<file path="config.mk">
export PLATFORM = sky130hd
export DESIGN_NAME = video_timing_gen_flat
export DESIGN_NICKNAME = d
export VERILOG_FILES = /design/src/rtl/video_timing_pkg.sv /design/src/rtl/video_timing_gen_if.sv /design/src/rtl/video_timing_gen.sv /design/src/flat_wrapper.sv
export SDC_FILE = /design/constraint.sdc
export NUM_CORES = 1
export LEC_CHECK = 0
export CAP_MARGIN = 5
export CORE_ASPECT_RATIO = 1.5
export CORE_MARGIN = 4
export CORE_UTILIZATION = 50
export CTS_CLUSTER_DIAMETER = 200
export DETAILED_ROUTE_END_ITERATION = 6
export DONT_BUFFER_PORTS = 1
export PLACE_DENSITY = 0.79
export SETUP_SLACK_MARGIN = 0.3
export SYNTH_ARGS = -nofsm -noshare
export SYNTH_HDL_FRONTEND = slang
export SYNTH_SLANG_ARGS = --single-unit
export TNS_END_PERCENT = 5
</file>
<file path="constraint.sdc">
create_clock -name i_Sys_clk -period 2.28 [get_ports i_Sys_clk]
set_clock_uncertainty 0.2 [all_clocks]
set_input_delay 0.57 -clock i_Sys_clk [delete_from_list [all_inputs] [get_ports i_Sys_clk]]
set_output_delay 0.57 -clock i_Sys_clk [all_outputs]
set_load 0.02 [all_outputs]
</file>
<file path="src/rtl/video_timing_pkg.sv">
// rtl/video_timing_pkg.sv - shared state encoding and width helpers for the raster timing generator
package video_timing_pkg;

  // Raster FSM states
  typedef enum logic [2:0] {
    IDLE    = 3'd0,
    V_FRONT = 3'd1,
    ACTIVE  = 3'd2,
    H_BLK   = 3'd3,
    V_BACK  = 3'd4
  } state_t;

  // Counter width for a count of n: max(1, clog2(n))
  function automatic int cnt_width(input int n);
    return ($clog2(n) > 1) ? $clog2(n) : 1;
  endfunction

  // Largest of three blanking lengths, sizes the shared blank counter
  function automatic int max3(input int a, input int b, input int c);
    int m;
    m = (a > b) ? a : b;
    return (m > c) ? m : c;
  endfunction

endpackage

</file>
<file path="src/rtl/video_timing_gen_if.sv">
// rtl/video_timing_gen_if.sv - FV/LV raster interface between the timing source and its consumers
interface video_timing_gen_if #(
  parameter int X_W = 10,
  parameter int Y_W = 9
);
  logic           i_Enable;
  logic           o_Frame_valid;
  logic           o_Line_valid;
  logic           o_Sof;
  logic           o_Eof;
  logic [X_W-1:0] o_Pix_x;
  logic [Y_W-1:0] o_Pix_y;

  modport master (
    input  i_Enable,
    output o_Frame_valid, o_Line_valid, o_Sof, o_Eof, o_Pix_x, o_Pix_y
  );

  modport slave (
    output i_Enable,
    input  o_Frame_valid, o_Line_valid, o_Sof, o_Eof, o_Pix_x, o_Pix_y
  );
endinterface

</file>
<file path="src/rtl/video_timing_gen.sv">
// rtl/video_timing_gen.sv - frame/line valid raster generator with SOF/EOF pulses and pixel coordinates
module video_timing_gen
  import video_timing_pkg::*;
#(
  parameter int IMAGE_WIDTH  = 640,
  parameter int IMAGE_HEIGHT = 512,
  parameter int H_BLANK      = 160,
  parameter int FV_TO_LV     = 8,
  parameter int V_BLANK      = 1000
) (
  input logic               i_Sys_clk,
  input logic               i_Rst,
  video_timing_gen_if.master vt
);

  localparam int X_W = cnt_width(IMAGE_WIDTH);
  localparam int Y_W = cnt_width(IMAGE_HEIGHT);
  localparam int B_W = cnt_width(max3(FV_TO_LV, H_BLANK, V_BLANK));

  localparam logic [X_W-1:0] X_LAST      = X_W'(IMAGE_WIDTH - 1);
  localparam logic [Y_W-1:0] Y_LAST      = Y_W'(IMAGE_HEIGHT - 1);
  localparam logic [B_W-1:0] FRONT_LAST  = B_W'(FV_TO_LV - 1);
  localparam logic [B_W-1:0] HBLK_LAST   = B_W'(H_BLANK - 1);
  localparam logic [B_W-1:0] VBLK_LAST   = B_W'(V_BLANK - 1);

  state_t         state;
  logic [X_W-1:0] x_cnt;
  logic [Y_W-1:0] y_cnt;
  logic [B_W-1:0] b_cnt;
  logic           active;

  assign active = (state == ACTIVE);

  // Raster sequencing: one blank counter is shared by the three blanking phases
  always_ff @(posedge i_Sys_clk or posedge i_Rst) begin
    if (i_Rst) begin
      state <= IDLE;
      x_cnt <= '0;
      y_cnt <= '0;
      b_cnt <= '0;
    end else begin
      case (state)
        IDLE: begin
          b_cnt <= '0;
          if (vt.i_Enable) state <= V_FRONT;
        end
        V_FRONT: begin
          if (b_cnt == FRONT_LAST) begin
            state <= ACTIVE;
            b_cnt <= '0;
            x_cnt <= '0;
            y_cnt <= '0;
          end else begin
            b_cnt <= b_cnt + 1'b1;
          end
        end
        ACTIVE: begin
          if (x_cnt == X_LAST) begin
            x_cnt <= '0;
            b_cnt <= '0;
            if (y_cnt == Y_LAST) begin
              // last line runs straight into vertical blanking, no trailing H_BLANK
              state <= V_BACK;
            end else begin
              state <= H_BLK;
              y_cnt <= y_cnt + 1'b1;
            end
          end else begin
            x_cnt <= x_cnt + 1'b1;
          end
        end
        H_BLK: begin
          if (b_cnt == HBLK_LAST) begin
            state <= ACTIVE;
            b_cnt <= '0;
          end else begin
            b_cnt <= b_cnt + 1'b1;
          end
        end
        V_BACK: begin
          if (b_cnt == VBLK_LAST) begin
            b_cnt <= '0;
            y_cnt <= '0;
            // enable is only honoured here and in IDLE, so frames are never cut short
            state <= vt.i_Enable ? V_FRONT : IDLE;
          end else begin
            b_cnt <= b_cnt + 1'b1;
          end
        end
        default: state <= IDLE;
      endcase
    end
  end

  // Registered decode of the current state so every output leaves a single flop
  always_ff @(posedge i_Sys_clk or posedge i_Rst) begin
    if (i_Rst) begin
      vt.o_Frame_valid <= 1'b0;
      vt.o_Line_valid  <= 1'b0;
      vt.o_Sof         <= 1'b0;
      vt.o_Eof         <= 1'b0;
      vt.o_Pix_x       <= '0;
      vt.o_Pix_y       <= '0;
    end else begin
      vt.o_Frame_valid <= (state == V_FRONT) || (state == ACTIVE) || (state == H_BLK);
      vt.o_Line_valid  <= active;
      vt.o_Sof         <= active && (x_cnt == '0) && (y_cnt == '0);
      vt.o_Eof         <= active && (x_cnt == X_LAST) && (y_cnt == Y_LAST);
      vt.o_Pix_x       <= active ? x_cnt : '0;
      vt.o_Pix_y       <= active ? y_cnt : '0;
    end
  end

endmodule
</file>
<file path="src/flat_wrapper.sv">
// flat-port wrapper written by rule: the top's interface ports become plain ports
module video_timing_gen_flat import video_timing_pkg::*;
#(
  parameter int IMAGE_WIDTH  = 640,
  parameter int IMAGE_HEIGHT = 512,
  parameter int H_BLANK      = 160,
  parameter int FV_TO_LV     = 8,
  parameter int V_BLANK      = 1000
)
  (i_Sys_clk, i_Rst, vt_i_Enable, vt_o_Frame_valid, vt_o_Line_valid, vt_o_Sof, vt_o_Eof, vt_o_Pix_x, vt_o_Pix_y);
  video_timing_gen_if vt_i ();
  input logic i_Sys_clk;
  input logic i_Rst;
  input wire logic [$bits(vt_i.i_Enable)-1:0] vt_i_Enable;
  output wire logic [$bits(vt_i.o_Frame_valid)-1:0] vt_o_Frame_valid;
  output wire logic [$bits(vt_i.o_Line_valid)-1:0] vt_o_Line_valid;
  output wire logic [$bits(vt_i.o_Sof)-1:0] vt_o_Sof;
  output wire logic [$bits(vt_i.o_Eof)-1:0] vt_o_Eof;
  output wire logic [$bits(vt_i.o_Pix_x)-1:0] vt_o_Pix_x;
  output wire logic [$bits(vt_i.o_Pix_y)-1:0] vt_o_Pix_y;
  assign vt_i.i_Enable = vt_i_Enable;
  assign vt_o_Frame_valid = vt_i.o_Frame_valid;
  assign vt_o_Line_valid = vt_i.o_Line_valid;
  assign vt_o_Sof = vt_i.o_Sof;
  assign vt_o_Eof = vt_i.o_Eof;
  assign vt_o_Pix_x = vt_i.o_Pix_x;
  assign vt_o_Pix_y = vt_i.o_Pix_y;
  video_timing_gen #(.IMAGE_WIDTH(IMAGE_WIDTH), .IMAGE_HEIGHT(IMAGE_HEIGHT), .H_BLANK(H_BLANK), .FV_TO_LV(FV_TO_LV), .V_BLANK(V_BLANK)) u_core (.i_Sys_clk(i_Sys_clk), .i_Rst(i_Rst), .vt(vt_i));
endmodule
</file>
==> report_table.html <==
<table>
<tr><th>Metric</th><th>Value</th></tr>
<tr><th colspan="2">Outcome</th></tr>
<tr><td>Status</td><td>finished with violations</td></tr>
<tr><td>Violations in the final reports</td><td>setup timing</td></tr>
<tr><th colspan="2">Clock network</th></tr>
<tr><td>Maximum count of clock buffers along a single path</td><td>2</td></tr>
<tr><td>Clock tree from TritonCTS</td><td>built</td></tr>
<tr><td>Number of CTS-inserted buffers</td><td>5</td></tr>
<tr><td>Number of clock sinks</td><td>55</td></tr>
<tr><td>Skew-Pair Late Insertion Delay</td><td>310 ps</td></tr>
<tr><td>CTS H-tree depth</td><td>2</td></tr>
<tr><td>Clock-pin slew on the worst setup and hold paths</td><td>roughly 90 ps</td></tr>
<tr><td>Cell chosen for the clock root</td><td>clkbuf_8</td></tr>
<tr><th colspan="2">GRT</th></tr>
<tr><td>First-pass GRT wire length</td><td>about 10000 um</td></tr>
<tr><td>Global routing met3 resource utilization</td><td>4.05%</td></tr>
<tr><td>Met2 usage</td><td>33.5%</td></tr>
<tr><td>Most crowded layer after global routing</td><td>met2</td></tr>
<tr><td>GRT Residual Overflow</td><td>0</td></tr>
<tr><td>Antenna violations before repair</td><td>0</td></tr>
<tr><td>Number of global-route vias before repair</td><td>2211</td></tr>
<tr><td>Global-route track usage on met1</td><td>24.3%</td></tr>
<tr><td>Global router's overall resource usage</td><td>19.9%</td></tr>
<tr><td>Pin count of the biggest net entering global routing</td><td>24</td></tr>
<tr><th colspan="2">Final layout</th></tr>
<tr><td>Total number of nets in the final design</td><td>317</td></tr>
<tr><td>Layout Area Growth over Synthesis</td><td>26.8%</td></tr>
<tr><td>ANT cells</td><td>0</td></tr>
<tr><td># fillers</td><td>405</td></tr>
<tr><td>Fraction of final layout cells sized beyond drive strength 1</td><td>28.5%</td></tr>
<tr><th colspan="2">Critical path</th></tr>
<tr><td>Worst path top cell family by delay</td><td>simple AND/OR/NAND/NOR gates</td></tr>
<tr><td>Number of stages on the worst setup path</td><td>10</td></tr>
<tr><td>Delay of the slowest cell on the worst path</td><td>420 ps</td></tr>
<tr><td>Critical path data required time</td><td>2300 ps</td></tr>
<tr><td>Launching point of the worst reg2reg path</td><td>u_core.y_cnt[0]$_DFFE_PP0P_</td></tr>
<tr><td>Worst r2r path cells</td><td>10</td></tr>
<tr><td>Class of the most critical setup path</td><td>reg -&gt; reg</td></tr>
<tr><td>Start point of the critical path</td><td>u_core.y_cnt[0]$_DFFE_PP0P_</td></tr>
<tr><td>Largest driver fanout on the critical path</td><td>4</td></tr>
<tr><td>Endpoint of the lowest-slack register-to-register path</td><td>u_core.y_cnt[1]$_DFFE_PP0P_</td></tr>
<tr><td>Slowest library cell on the worst path</td><td>dfrtp_1</td></tr>
<tr><td>Buffers &amp; Inverters on Critical Path</td><td>2</td></tr>
<tr><td>Arrival time of data at the critical path endpoint</td><td>2310 ps</td></tr>
<tr><td>Kind of start point of the critical path</td><td>register</td></tr>
<tr><td>End point of the critical path</td><td>u_core.y_cnt[1]$_DFFE_PP0P_</td></tr>
<tr><td>Ordered list of cells on the worst path</td><td>ha_2 -&gt; and2_4 -&gt; and3_4 -&gt; ha_4 -&gt; nor4b_4 -&gt; buf_6 -&gt; buf_4 -&gt; nor2_2 -&gt; nor2_4 -&gt; mux2i_1</td></tr>
<tr><td>Worst setup slack for register-to-register paths</td><td>-10 ps</td></tr>
<tr><td>Endpoint type of the worst setup path</td><td>register</td></tr>
<tr><th colspan="2">Yosys</th></tr>
<tr><td>Number of unique standard cell types used by synthesis</td><td>48</td></tr>
<tr><td>Yosys top cell area share</td><td>51.9%</td></tr>
<tr><td>Multiplexer area fraction after synthesis</td><td>1.13%</td></tr>
<tr><td>Leading post-synthesis cells by instance count</td><td>dfrtp_1, o21ai_0, nor2_1, nand2_1, and2_1</td></tr>
<tr><td>Main combinational cell family by area after synthesis</td><td>simple AND/OR/NAND/NOR gates</td></tr>
<tr><td>Mean cell area of the mapped netlist</td><td>roughly 10 sq um</td></tr>
<tr><td>Count of synthesis-stage warnings from yosys</td><td>0</td></tr>
<tr><td>Biggest area contributors in the synthesized netlist</td><td>dfrtp_1, o21ai_0, and2_1, nor2_1, nand2_1</td></tr>
<tr><td>Post-synthesis register bit count</td><td>55</td></tr>
<tr><td>Top FF cell, synth</td><td>dfrtp_1</td></tr>
<tr><td>Simple-Gate Fraction of Synth Area</td><td>22.6%</td></tr>
<tr><td>Net count after synthesis</td><td>277</td></tr>
<tr><td>Fraction of the mapped netlist area in adder cells</td><td>2.83%</td></tr>
<tr><td>Seq/Total Area, Yosys</td><td>51.9%</td></tr>
<tr><td>Proportion of synthesized flip-flops having asynchronous set or reset</td><td>between 90% and 100%</td></tr>
<tr><td>Number of cells produced by synthesis</td><td>about 270</td></tr>
<tr><td>Synthesized-area fraction occupied by ao, oa, aoi and oai cells</td><td>16.0%</td></tr>
<tr><td>Most frequently used cell type in the post-synthesis netlist</td><td>dfrtp_1</td></tr>
<tr><td>Number of enable-type register cells in the synthesized netlist</td><td>0</td></tr>
<tr><td>Largest area contributor in the netlist</td><td>dfrtp_1</td></tr>
<tr><td>Post-Synth XOR/XNOR Area</td><td>1.32%</td></tr>
<tr><td>Combined area of all synthesized cells</td><td>0.00265 sq mm</td></tr>
<tr><th colspan="2">Placement</th></tr>
<tr><td>Buffers on Ports</td><td>0</td></tr>
<tr><td>Estimated wirelength of the detail-placed design</td><td>around 4100 um</td></tr>
<tr><td>Post-place setup slack</td><td>-46.0 ps</td></tr>
<tr><td>Gpl congestion</td><td>0.855</td></tr>
<tr><th colspan="2">Detailed routing</th></tr>
<tr><td>Drt initial violations</td><td>157</td></tr>
<tr><td>Length of the first detailed-routing pass in iterations</td><td>4</td></tr>
<tr><td>Final wirelength</td><td>6060 um</td></tr>
<tr><td>Routed via count</td><td>2209</td></tr>
<tr><td>Remaining routing DRC violations</td><td>0</td></tr>
<tr><td>Average wire per cell in the routed design</td><td>between 15 and 20 um</td></tr>
<tr><td>Post-route ant nets</td><td>0</td></tr>
<tr><td>Via density per instance</td><td>5.86</td></tr>
<tr><th colspan="2">Power</th></tr>
<tr><td>Switching Power</td><td>0.338 mW</td></tr>
<tr><td>Clk network pwr share</td><td>approximately 40%</td></tr>
<tr><td>PwrDens</td><td>491 mW/mm^2</td></tr>
<tr><td>Power share of the combinational group</td><td>1.5%</td></tr>
<tr><td>Leakage</td><td>1.47 nW</td></tr>
<tr><td>Post-layout total power</td><td>about 1.7 mW</td></tr>
<tr><td>Largest vdd supply drop</td><td>0.406 mV</td></tr>
<tr><td>Share of power burned in registers</td><td>59.0%</td></tr>
<tr><td>Switching share of power</td><td>between 20 and 25%</td></tr>
<tr><td>Total internal power</td><td>1.31 mW</td></tr>
<tr><th colspan="2">STA</th></tr>
<tr><td>Final count of pins violating max slew</td><td>0</td></tr>
<tr><td>Transition time of the tightest slew-check pin</td><td>498 ps</td></tr>
<tr><td>Max frequency</td><td>437 MHz</td></tr>
<tr><td>Max-slew headroom at the worst pin</td><td>between 60% and 70%</td></tr>
<tr><td>Final worst slack</td><td>-10.4 ps</td></tr>
<tr><td>Number of endpoints with negative hold slack in the final report</td><td>0</td></tr>
<tr><td>Unrepaired setup endpoints after global routing</td><td>true</td></tr>
<tr><td>Final worst hold slack</td><td>345 ps</td></tr>
<tr><td>Fin crit period</td><td>2290 ps</td></tr>
<tr><td>TNS Setup</td><td>-10.4 ps</td></tr>
<tr><td>Final count of negative-setup-slack endpoints</td><td>1</td></tr>
<tr><td>Period utilisation layout</td><td>100%</td></tr>
<tr><th colspan="2">Floorplan</th></tr>
<tr><td>Starting Density</td><td>51.8%</td></tr>
<tr><td>Vertical die dimension</td><td>97.2 um</td></tr>
<tr><td>Floorplan die area</td><td>approximately 0.0066 sq mm</td></tr>
<tr><td>Placeable Area</td><td>0.00512 sq mm</td></tr>
<tr><td>Core Rows</td><td>32</td></tr>
<tr><td>X dimension of the die</td><td>67.5 um</td></tr>
<tr><td>Top-level I/O count</td><td>26</td></tr>
<tr><th colspan="2">Hold path</th></tr>
<tr><td>HP Class</td><td>reg -&gt; reg</td></tr>
<tr><td>Min-delay src</td><td>u_core.b_cnt[9]$_DFFE_PP0P_</td></tr>
<tr><th colspan="2">Run</th></tr>
<tr><td>Number of maximum-capacitance constraint violations</td><td>0</td></tr>
</table>
-- through the flow --
stage          utilization (%)  cells  cell area [sq um]
2_1_floorplan                -    268               2700
3_3_place_gp              57.6    355               2950
3_5_place_dp              57.6    355               2950
4_1_cts                   61.8    371               3170
5_1_grt                   65.6    377               3360
6_report                  65.6    377               3360
-- cell type report --
cell class	instances	area (sq um)	area share, %
clock buffers	5	68.8	2.05
multi-input cells	189	1370	40.7
inverters	13	48.8	1.45
clock inverters	3	47.5	1.41
repair buffers	44	368	10.9
flip-flops and latches	55	1380	40.9
well taps	68	85.1	2.53
-- placed cells by master, fill, tap and decap left out, drive strengths merged, types with 3 or more instances in the layout --
cell type  instances
a21o               5
a21oi              9
a31oi              4
and2              15
and3               7
buf               43
clkbuf             5
dfrtp             55
ha                 6
inv               13
mux2i              3
nand2             21
nand3             11
nand4              4
nor2              24
nor3               4
nor3b              5
nor4               4
o21ai             32
o31ai              5
o41ai              3
-- power by group through the flow --
stage | Sequential (mW) | Clock (mW) | Combinational, mW
finish | 0.975 | 0.652 | 0.0250
global route | 0.975 | 0.714 | 0.0297
CTS | 0.975 | 0.672 | 0.0265
detailed placement | 0.994 | 0 | 0.0251
global placement | 0.994 | 0 | 0.0247
floorplan | 0.994 | 0 | 0.0143
-- sequential cells by signal, summed over array words and instances (netlist names) --
signal / flops
u_core.vt.o_Frame_valid: 1
u_core.y_cnt: 9
u_core.vt.o_Line_valid: 1
u_core.state: 3
u_core.vt.o_Pix_y: 9
u_core.x_cnt: 10
u_core.vt.o_Eof: 1
u_core.vt.o_Pix_x: 10
u_core.b_cnt: 10
u_core.vt.o_Sof: 1
-- routing by layer --
layer / routed length (um) / vias to the layer above
li1: - / 1044
met4: 118 / 0
met5: 0 / -
met2: 3310 / 64
met1: 2390 / 1088
met3: 244 / 13
-- what timing repair did --
action / CTS / global route
hold endpoints to repair: 21 / 0
gates resized for setup: 13 / 30
hold buffers: 1 / 0
setup endpoints to repair: 29 / 32
pin swaps: 10 / 19
buffers inserted: 7 / 6
-- kinds of logic (layout without fill, tap and decap cells) --
family	after synthesis	count (layout)
AO/OA/AOI/OAI	68	68
AND/OR/NAND/NOR	108	108
multiplexers	3	3
adder cells (fa/ha/maj)	6	6
XOR/XNOR	4	4
flip-flops	55	55
buffers and inverters	24	65
-- how the worst min path moves through the flow --
| stage | to | slack, ps | cells past startpoint |
|---|---|---|---|
| floorplan | u_core.b_cnt[0]$_DFFE_PP0P_ | 270 | 1 |
| global placement | u_core.b_cnt[0]$_DFFE_PP0P_ | 280 | 1 |
| detailed placement | u_core.b_cnt[0]$_DFFE_PP0P_ | 290 | 1 |
| CTS | u_core.b_cnt[0]$_DFFE_PP0P_ | 310 | 1 |
| global route | u_core.b_cnt[9]$_DFFE_PP0P_ | 370 | 1 |
| finish | u_core.b_cnt[9]$_DFFE_PP0P_ | 350 | 1 |
Power figures use the tool's default switching activity.
